[src/rtl/hazard_sched_pkg.sv]
// Shared encodings for the decode-stage hazard scheduler: FSM states,
// instruction field positions, default load opcode and NOP encoding.
package hazard_sched_pkg;

    typedef enum logic [1:0] {
        ST_RUN   = 2'd0,
        ST_STALL = 2'd1,
        ST_FLUSH = 2'd2,
        ST_HOLD  = 2'd3
    } state_e;

    localparam int OP_MSB   = 31;
    localparam int OP_LSB   = 26;
    localparam int DST_MSB  = 25;
    localparam int DST_LSB  = 21;
    localparam int SRCA_MSB = 20;
    localparam int SRCA_LSB = 16;
    localparam int SRCB_MSB = 15;
    localparam int SRCB_LSB = 11;

    localparam logic [5:0]  LOAD_OP_DEF = 6'b010100;
    localparam logic [31:0] NOP_INS     = 32'h0000_0000;

    localparam int CNT_W = 3;

    // Immediate-form ops (op[3]=1) and loads carry no register in the srcB field.
    function automatic logic srcb_used(input logic [5:0] op, input logic [5:0] load_op);
        return (op[3] == 1'b0) && (op != load_op);
    endfunction

endpackage

[src/rtl/hazard_detect.sv]
// Combinational load-use hazard check between the decode slot and the
// instruction currently in EX.
module hazard_detect
    import hazard_sched_pkg::*;
#(
    parameter logic [5:0] LOAD_OP = LOAD_OP_DEF
) (
    input  logic [31:0] ins,
    input  logic        ins_valid,
    input  logic        ex_valid,
    input  logic        ex_load,
    input  logic [4:0]  ex_dst,
    output logic        hz
);

    logic [5:0] op;
    logic [4:0] src_a;
    logic [4:0] src_b;
    logic       hit_a;
    logic       hit_b;
    logic       unused_lo;

    assign op        = ins[OP_MSB:OP_LSB];
    assign src_a     = ins[SRCA_MSB:SRCA_LSB];
    assign src_b     = ins[SRCB_MSB:SRCB_LSB];
    assign unused_lo = ^{ins[DST_MSB:DST_LSB], ins[SRCB_LSB-1:0]};

    assign hit_a = (ex_dst == src_a);
    assign hit_b = srcb_used(op, LOAD_OP) && (ex_dst == src_b);

    // r0 is hardwired zero, so a load targeting it never blocks a consumer.
    assign hz = ins_valid && ex_valid && ex_load && (ex_dst != 5'd0) && (hit_a || hit_b);

endmodule

[src/rtl/hazard_sched.sv]
// Decode-stage hazard scheduler: load-use stalls, taken-branch flushes and
// memory holds. Optional perf counters under HAZARD_PERF_CNT_EN.
module hazard_sched
    import hazard_sched_pkg::*;
#(
    parameter logic [5:0] LOAD_OP    = LOAD_OP_DEF,
    parameter int         LOAD_STALL = 1,
    parameter int         FLUSH_CYC  = 2
) (
    input  logic        clk,
    input  logic        reset,
    input  logic [31:0] ins,
    input  logic        ins_valid,
    input  logic        br_taken,
    input  logic        mem_hold,
    output logic        pc_en,
    output logic        ifid_en,
    output logic        ifid_flush,
    output logic        idex_bubble,
    output logic [1:0]  state
`ifdef HAZARD_PERF_CNT_EN
    ,
    output logic [15:0] stall_cycles,
    output logic [15:0] flush_cycles
`endif
);

    localparam logic [CNT_W-1:0] STALL_INIT = (LOAD_STALL > 1) ? CNT_W'(LOAD_STALL - 2) : '0;
    localparam logic [CNT_W-1:0] FLUSH_INIT = CNT_W'(FLUSH_CYC - 1);

    state_e           state_q, state_d;
    state_e           sav_q, sav_d;
    logic [CNT_W-1:0] cnt_q, cnt_d;
    logic             ex_valid_q, ex_valid_d;
    logic             ex_load_q, ex_load_d;
    logic [4:0]       ex_dst_q, ex_dst_d;

    logic hz;
    logic frz;
    logic pc_en_c, ifid_en_c, flush_c, bubble_c, stall_act;

    hazard_detect #(.LOAD_OP(LOAD_OP)) u_detect (
        .ins       (ins),
        .ins_valid (ins_valid),
        .ex_valid  (ex_valid_q),
        .ex_load   (ex_load_q),
        .ex_dst    (ex_dst_q),
        .hz        (hz)
    );

    // The cycle mem_hold drops is still spent in HOLD; the front end resumes next edge.
    assign frz = mem_hold || (state_q == ST_HOLD);

    always_comb begin
        state_d   = state_q;
        sav_d     = sav_q;
        cnt_d     = cnt_q;
        pc_en_c   = 1'b1;
        ifid_en_c = 1'b1;
        flush_c   = 1'b0;
        bubble_c  = 1'b0;
        stall_act = 1'b0;
        if (frz) begin
            pc_en_c   = 1'b0;
            ifid_en_c = 1'b0;
            if (state_q != ST_HOLD) sav_d = state_q;
            state_d = mem_hold ? ST_HOLD : sav_q;
        end else if (br_taken) begin
            flush_c  = 1'b1;
            bubble_c = 1'b1;
            state_d  = (FLUSH_CYC > 1) ? ST_FLUSH : ST_RUN;
            cnt_d    = (FLUSH_CYC > 1) ? FLUSH_INIT : '0;
        end else begin
            case (state_q)
                ST_RUN: begin
                    if (hz) begin
                        pc_en_c   = 1'b0;
                        ifid_en_c = 1'b0;
                        bubble_c  = 1'b1;
                        stall_act = 1'b1;
                        if (LOAD_STALL > 1) begin
                            state_d = ST_STALL;
                            cnt_d   = STALL_INIT;
                        end
                    end
                end
                ST_STALL: begin
                    pc_en_c   = 1'b0;
                    ifid_en_c = 1'b0;
                    bubble_c  = 1'b1;
                    stall_act = 1'b1;
                    if (cnt_q == '0) state_d = ST_RUN;
                    else             cnt_d   = cnt_q - 1'b1;
                end
                ST_FLUSH: begin
                    flush_c  = 1'b1;
                    bubble_c = 1'b1;
                    // cnt holds the FLUSH cycles still owed, including this one.
                    if (cnt_q <= 1) begin
                        state_d = ST_RUN;
                        cnt_d   = '0;
                    end else begin
                        cnt_d = cnt_q - 1'b1;
                    end
                end
                default: ;
            endcase
        end
    end

    always_comb begin
        ex_valid_d = ex_valid_q;
        ex_load_d  = ex_load_q;
        ex_dst_d   = ex_dst_q;
        if (!frz) begin
            if (!bubble_c && ins_valid) begin
                ex_valid_d = 1'b1;
                ex_load_d  = (ins[OP_MSB:OP_LSB] == LOAD_OP);
                ex_dst_d   = ins[DST_MSB:DST_LSB];
            end else begin
                ex_valid_d = 1'b0;
                ex_load_d  = 1'b0;
            end
        end
    end

    always_ff @(posedge clk or negedge reset) begin
        if (!reset) begin
            state_q    <= ST_RUN;
            sav_q      <= ST_RUN;
            cnt_q      <= '0;
            ex_valid_q <= 1'b0;
            ex_load_q  <= 1'b0;
            ex_dst_q   <= 5'd0;
        end else begin
            state_q    <= state_d;
            sav_q      <= sav_d;
            cnt_q      <= cnt_d;
            ex_valid_q <= ex_valid_d;
            ex_load_q  <= ex_load_d;
            ex_dst_q   <= ex_dst_d;
        end
    end

    assign pc_en       = reset & pc_en_c;
    assign ifid_en     = reset & ifid_en_c;
    assign ifid_flush  = ~reset | flush_c;
    assign idex_bubble = ~reset | bubble_c;
    assign state       = state_q;

`ifdef HAZARD_PERF_CNT_EN
    logic [15:0] stall_cnt_q, stall_cnt_d;
    logic [15:0] flush_cnt_q, flush_cnt_d;

    always_comb begin
        stall_cnt_d = stall_cnt_q;
        flush_cnt_d = flush_cnt_q;
        if (stall_act && stall_cnt_q != 16'hFFFF) stall_cnt_d = stall_cnt_q + 16'd1;
        if (flush_c   && flush_cnt_q != 16'hFFFF) flush_cnt_d = flush_cnt_q + 16'd1;
    end

    always_ff @(posedge clk or negedge reset) begin
        if (!reset) begin
            stall_cnt_q <= '0;
            flush_cnt_q <= '0;
        end else begin
            stall_cnt_q <= stall_cnt_d;
            flush_cnt_q <= flush_cnt_d;
        end
    end

    assign stall_cycles = stall_cnt_q;
    assign flush_cycles = flush_cnt_q;
`endif

endmodule

[config.mk]
export PLATFORM = sky130hd
export DESIGN_NAME = hazard_sched
export DESIGN_NICKNAME = d
export VERILOG_FILES = /design/src/rtl/hazard_sched_pkg.sv /design/src/rtl/hazard_detect.sv /design/src/rtl/hazard_sched.sv
export SDC_FILE = /design/constraint.sdc
export NUM_CORES = 1
export LEC_CHECK = 0
export CAP_MARGIN = 20
export CORE_ASPECT_RATIO = 1.1
export CORE_MARGIN = 1
export CORE_UTILIZATION = 40
export DETAILED_ROUTE_END_ITERATION = 8
export DONT_BUFFER_PORTS = 1
export PLACE_DENSITY = 0.52
export SETUP_SLACK_MARGIN = 0.1
export SYNTH_ARGS = -nofsm -noshare
export SYNTH_HDL_FRONTEND = slang
export SYNTH_SLANG_ARGS = --single-unit
[constraint.sdc]
create_clock -name clk -period 2 [get_ports clk]
set_input_delay 0.4 -clock clk [delete_from_list [all_inputs] [get_ports clk]]
set_output_delay 0.4 -clock clk [all_outputs]
set_load 0.005 [all_outputs]
==> flow_metrics.py <==
metrics = {
    "clock_network": {
        "cts_made_buffers": 3,
        "clk_path_buf_depth": 2,
        "insertion_delay_ps": 280,
        "clk_pin_slew_ps": 90,
        "htree_levels": 1,
        "clock_sinks": 14,
        "clock-root-buffer": "clkbuf_4",
        "tritoncts": "built",
    },
    "yosys": {
        "ys_ff_latch": 14,
        "synth_flop_cell": "dfrtp_1",
        "synth_compound_area_share_pct": 13.9,
        "yosysSeqAreaShare_pct": 36.6,
        "yosysUniqueCellTypes": 32,
        "yosys.area_share.simple_pct": 18.2,
        "synth.area.mux_share_pct": 8.89,
        "yosysMostFrequentCell": "dfrtp_1",
        "synth_adder_area_share_pct": 7.84,
        "postSynthCellCount": 98,
        "synth_xor_area_share_pct": 9.15,
        "synth_area_um2": 957,
        "synthArstFlopShare_pct": 100,
        "yosys_warnings": 0,
        "synth_area_per_cell_um2": 9.77,
        "synth_top_family_by_area": "simple AND/OR/NAND/NOR gates",
        "synth.top_cells.by_count": "dfrtp_1 (14), a21oi_1 (8), nor2_1 (8)",
        "synthesis.nets": 141,
        "synth_edf_count": 0,
        "yosysTopAreaCell": "dfrtp_1",
        "synth_top_cell_area_share_pct": 36.6,
        "synth_area_leaders": "dfrtp_1 (37%), ha_1 (7.8%), mux2_4 (7.8%), xnor2_1 (6.4%), a21oi_1 (4.2%)",
    },
    "placement": {
        "dpl_cell_area_um2": 1010,
        "place_congestion": 0.754,
        "dp.final_hpwl_mm": 1.43,
        "dp.cells": 130,
        "portBuffers": 0,
        "place_ws_ps": -8.91,
    },
    "setup_path": {
        "cpPeakStageDelay_ps": 460,
        "r2r_start": "state[1]",
        "cp_slowest_cell": "dfrtp_2",
        "crit_start": "state[1]",
        "end_kind": "output port",
        "crit_cells": 7,
        "worst-setup-path-type": "flop to output port",
        "cp-start-kind": "flop",
        "crit_required_ps": 1600,
        "crit_path_max_fanout": 5,
        "rr_endpoint": "ex_dst_q[4]",
        "path_buf_inv": 1,
        "r2r_setup_slack_ps": 120,
        "worst-r2r-cell-count": 8,
        "crit_path_cell_trace": "inv_1 > ha_1 > nand4_1 > a21oi_2 > o21ai_2 > and3_4 > a21oi_4",
        "cp-endpoint": "idex_bubble",
        "crit_family": "flip-flops",
        "arrival_ps": 1660,
    },
    "floorplan": {
        "initial_utilization_pct": 42.5,
        "io_pins": 43,
        "die_w_um": 48.6,
        "core_um2": 2250,
        "num_rows": 18,
        "die_area_um2": 2590,
        "die_h_um": 53.3,
    },
    "timing": {
        "tightestPinTransition_ps": 670,
        "whs_ps": 184,
        "finalClockSkew_ps": 5.13,
        "period_needed_ps": 2060,
        "grt_setup_unrepaired": "yes",
        "slew_viol_final": 0,
        "finalHoldViolCount": 0,
        "period_share_pct": 103,
        "max_freq_ghz": 0.485,
        "fin_setup_tns_ps": -151,
        "relSlewSlack_pct": 55.2,
        "worst_slack_ps": -62.0,
        "setup_viol": 3,
    },
    "power": {
        "leakagePower_nw": 0.501,
        "p_per_area_nw_per_um2": 1340,
        "max-vdd-ir-drop_mv": 0.695,
        "power.total_mw": 1.54,
    },
    "cells_and_area": {
        "fin_cells": 138,
        "utilization_pct": 50.9,
        "drive_gt1_share_pct": 31.5,
        "final_nets": 152,
        "diodes": 0,
        "areaGrowthSynthToFinish_pct": 19.7,
        "ff_latch_area_um2": 353,
        "n_fill_cell": 219,
        "stdcell_area_um2": 1150,
        "multi_input_area_um2": 616,
    },
    "route": {
        "antenna_left": 0,
        "wl_per_cell_um": 14.1,
        "via_per_inst": 5.18,
        "drc": 0,
        "drtIter0Drc": 6,
        "routed-via-count": 715,
        "routed_wl_mm": 1.94,
        "first_pass_iters": 2,
    },
    "outcome": {
        "outcome": "finished, violations left",
        "violations": "negative setup slack",
    },
    "global_route": {
        "grt_max_degree": 15,
        "grt_pass1_vias": 683,
        "grt_first_pass_wirelength_mm": 3.07,
        "grt-ovfl-total": 0,
        "grtUsageTotal_pct": 16.2,
        "antenna_found_initial": 0,
    },
    "min_path": {
        "hold_path_depth": 1,
        "holdCritPathClass": "input port to flop",
    },
    "flow_run": {
        "maxCapViolCount": 0,
    },
}
[cells in the final DEF, fill, tap and decap left out, types with 3 or more instances in the layout]
master	count
buf_4	6
a21oi_1	6
xnor2_1	5
o21ai_0	5
nor2_1	8
clkbuf_4	3
xor2_1	3
mux2_4	5
ha_1	5
dfrtp_1	12
inv_1	6
nand2b_1	3
nand2_1	5
[where the power goes]
part,switching (mW),internal [mW]
registers,0.133,0.413
logic,0.357,0.429
clock network,0.0975,0.111
total,0.587,0.953
[flip-flops by register name (all words and copies together), names as in the netlist]
signal	count
state	2
cnt_q	3
ex_valid_q	1
sav_q	2
ex_load_q	1
ex_dst_q	5
[repair_timing]
| item | CTS | global route |
|---|---|---|
| hold buffers | 1 | 0 |
| gates resized for setup | 10 | 8 |
| setup endpoints to repair | 9 | 11 |
| pin swaps | 7 | 5 |
| hold endpoints to repair | 14 | 0 |
| setup buffers | 3 | 0 |
[worst register-to-register path, cell delays in order (launching register included)]
cell and delay, ps:
dfrtp_2 460, inv_1 110, ha_1 170, nand4_1 130, a21oi_2 140, o21ai_2 80
and4_1 240, buf_6 140, mux2_4 290
[worst min path at each step]
stage | startpoint | slack (ps) | end
finish | br_taken | 180 | cnt_q[2]
global route | br_taken | 160 | cnt_q[2]
CTS | br_taken | 170 | cnt_q[2]
detailed placement | reset | 100 | cnt_q[1]
global placement | reset | 100 | cnt_q[0]
floorplan | reset | 100 | cnt_q[0]
[kinds of logic (layout without fill, tap and decap cells)]
logic type | count (synthesis) | in the layout
multiplexers | 6 | 6
buffers and inverters | 10 | 20
flip-flops | 14 | 14
AO/OA/AOI/OAI | 22 | 22
adder cells (fa/ha/maj) | 6 | 6
XOR/XNOR | 10 | 10
AND/OR/NAND/NOR | 30 | 30
[metal layers]
metal  part of all wire [%]  up-vias  wire (um)  global-route usage [%]
met2                     44       17        858                    23.8
met4                    1.5        0         30                    8.82
li1                       -      362          -                       -
met5                      0        -          0                       0
met3                    5.5        4        106                    5.46
met1                     49      332        945                    20.8
[layout make-up]
| type | count | area share [%] |
|---|---|---|
| repair buffers | 9 | 6.77 |
| clock buffers | 4 | 3.17 |
| flip-flops and latches | 14 | 30.8 |
| well taps | 30 | 3.28 |
| multi-input cells | 74 | 53.7 |
| inverters | 7 | 2.29 |
(Power assumes the default switching activity.)
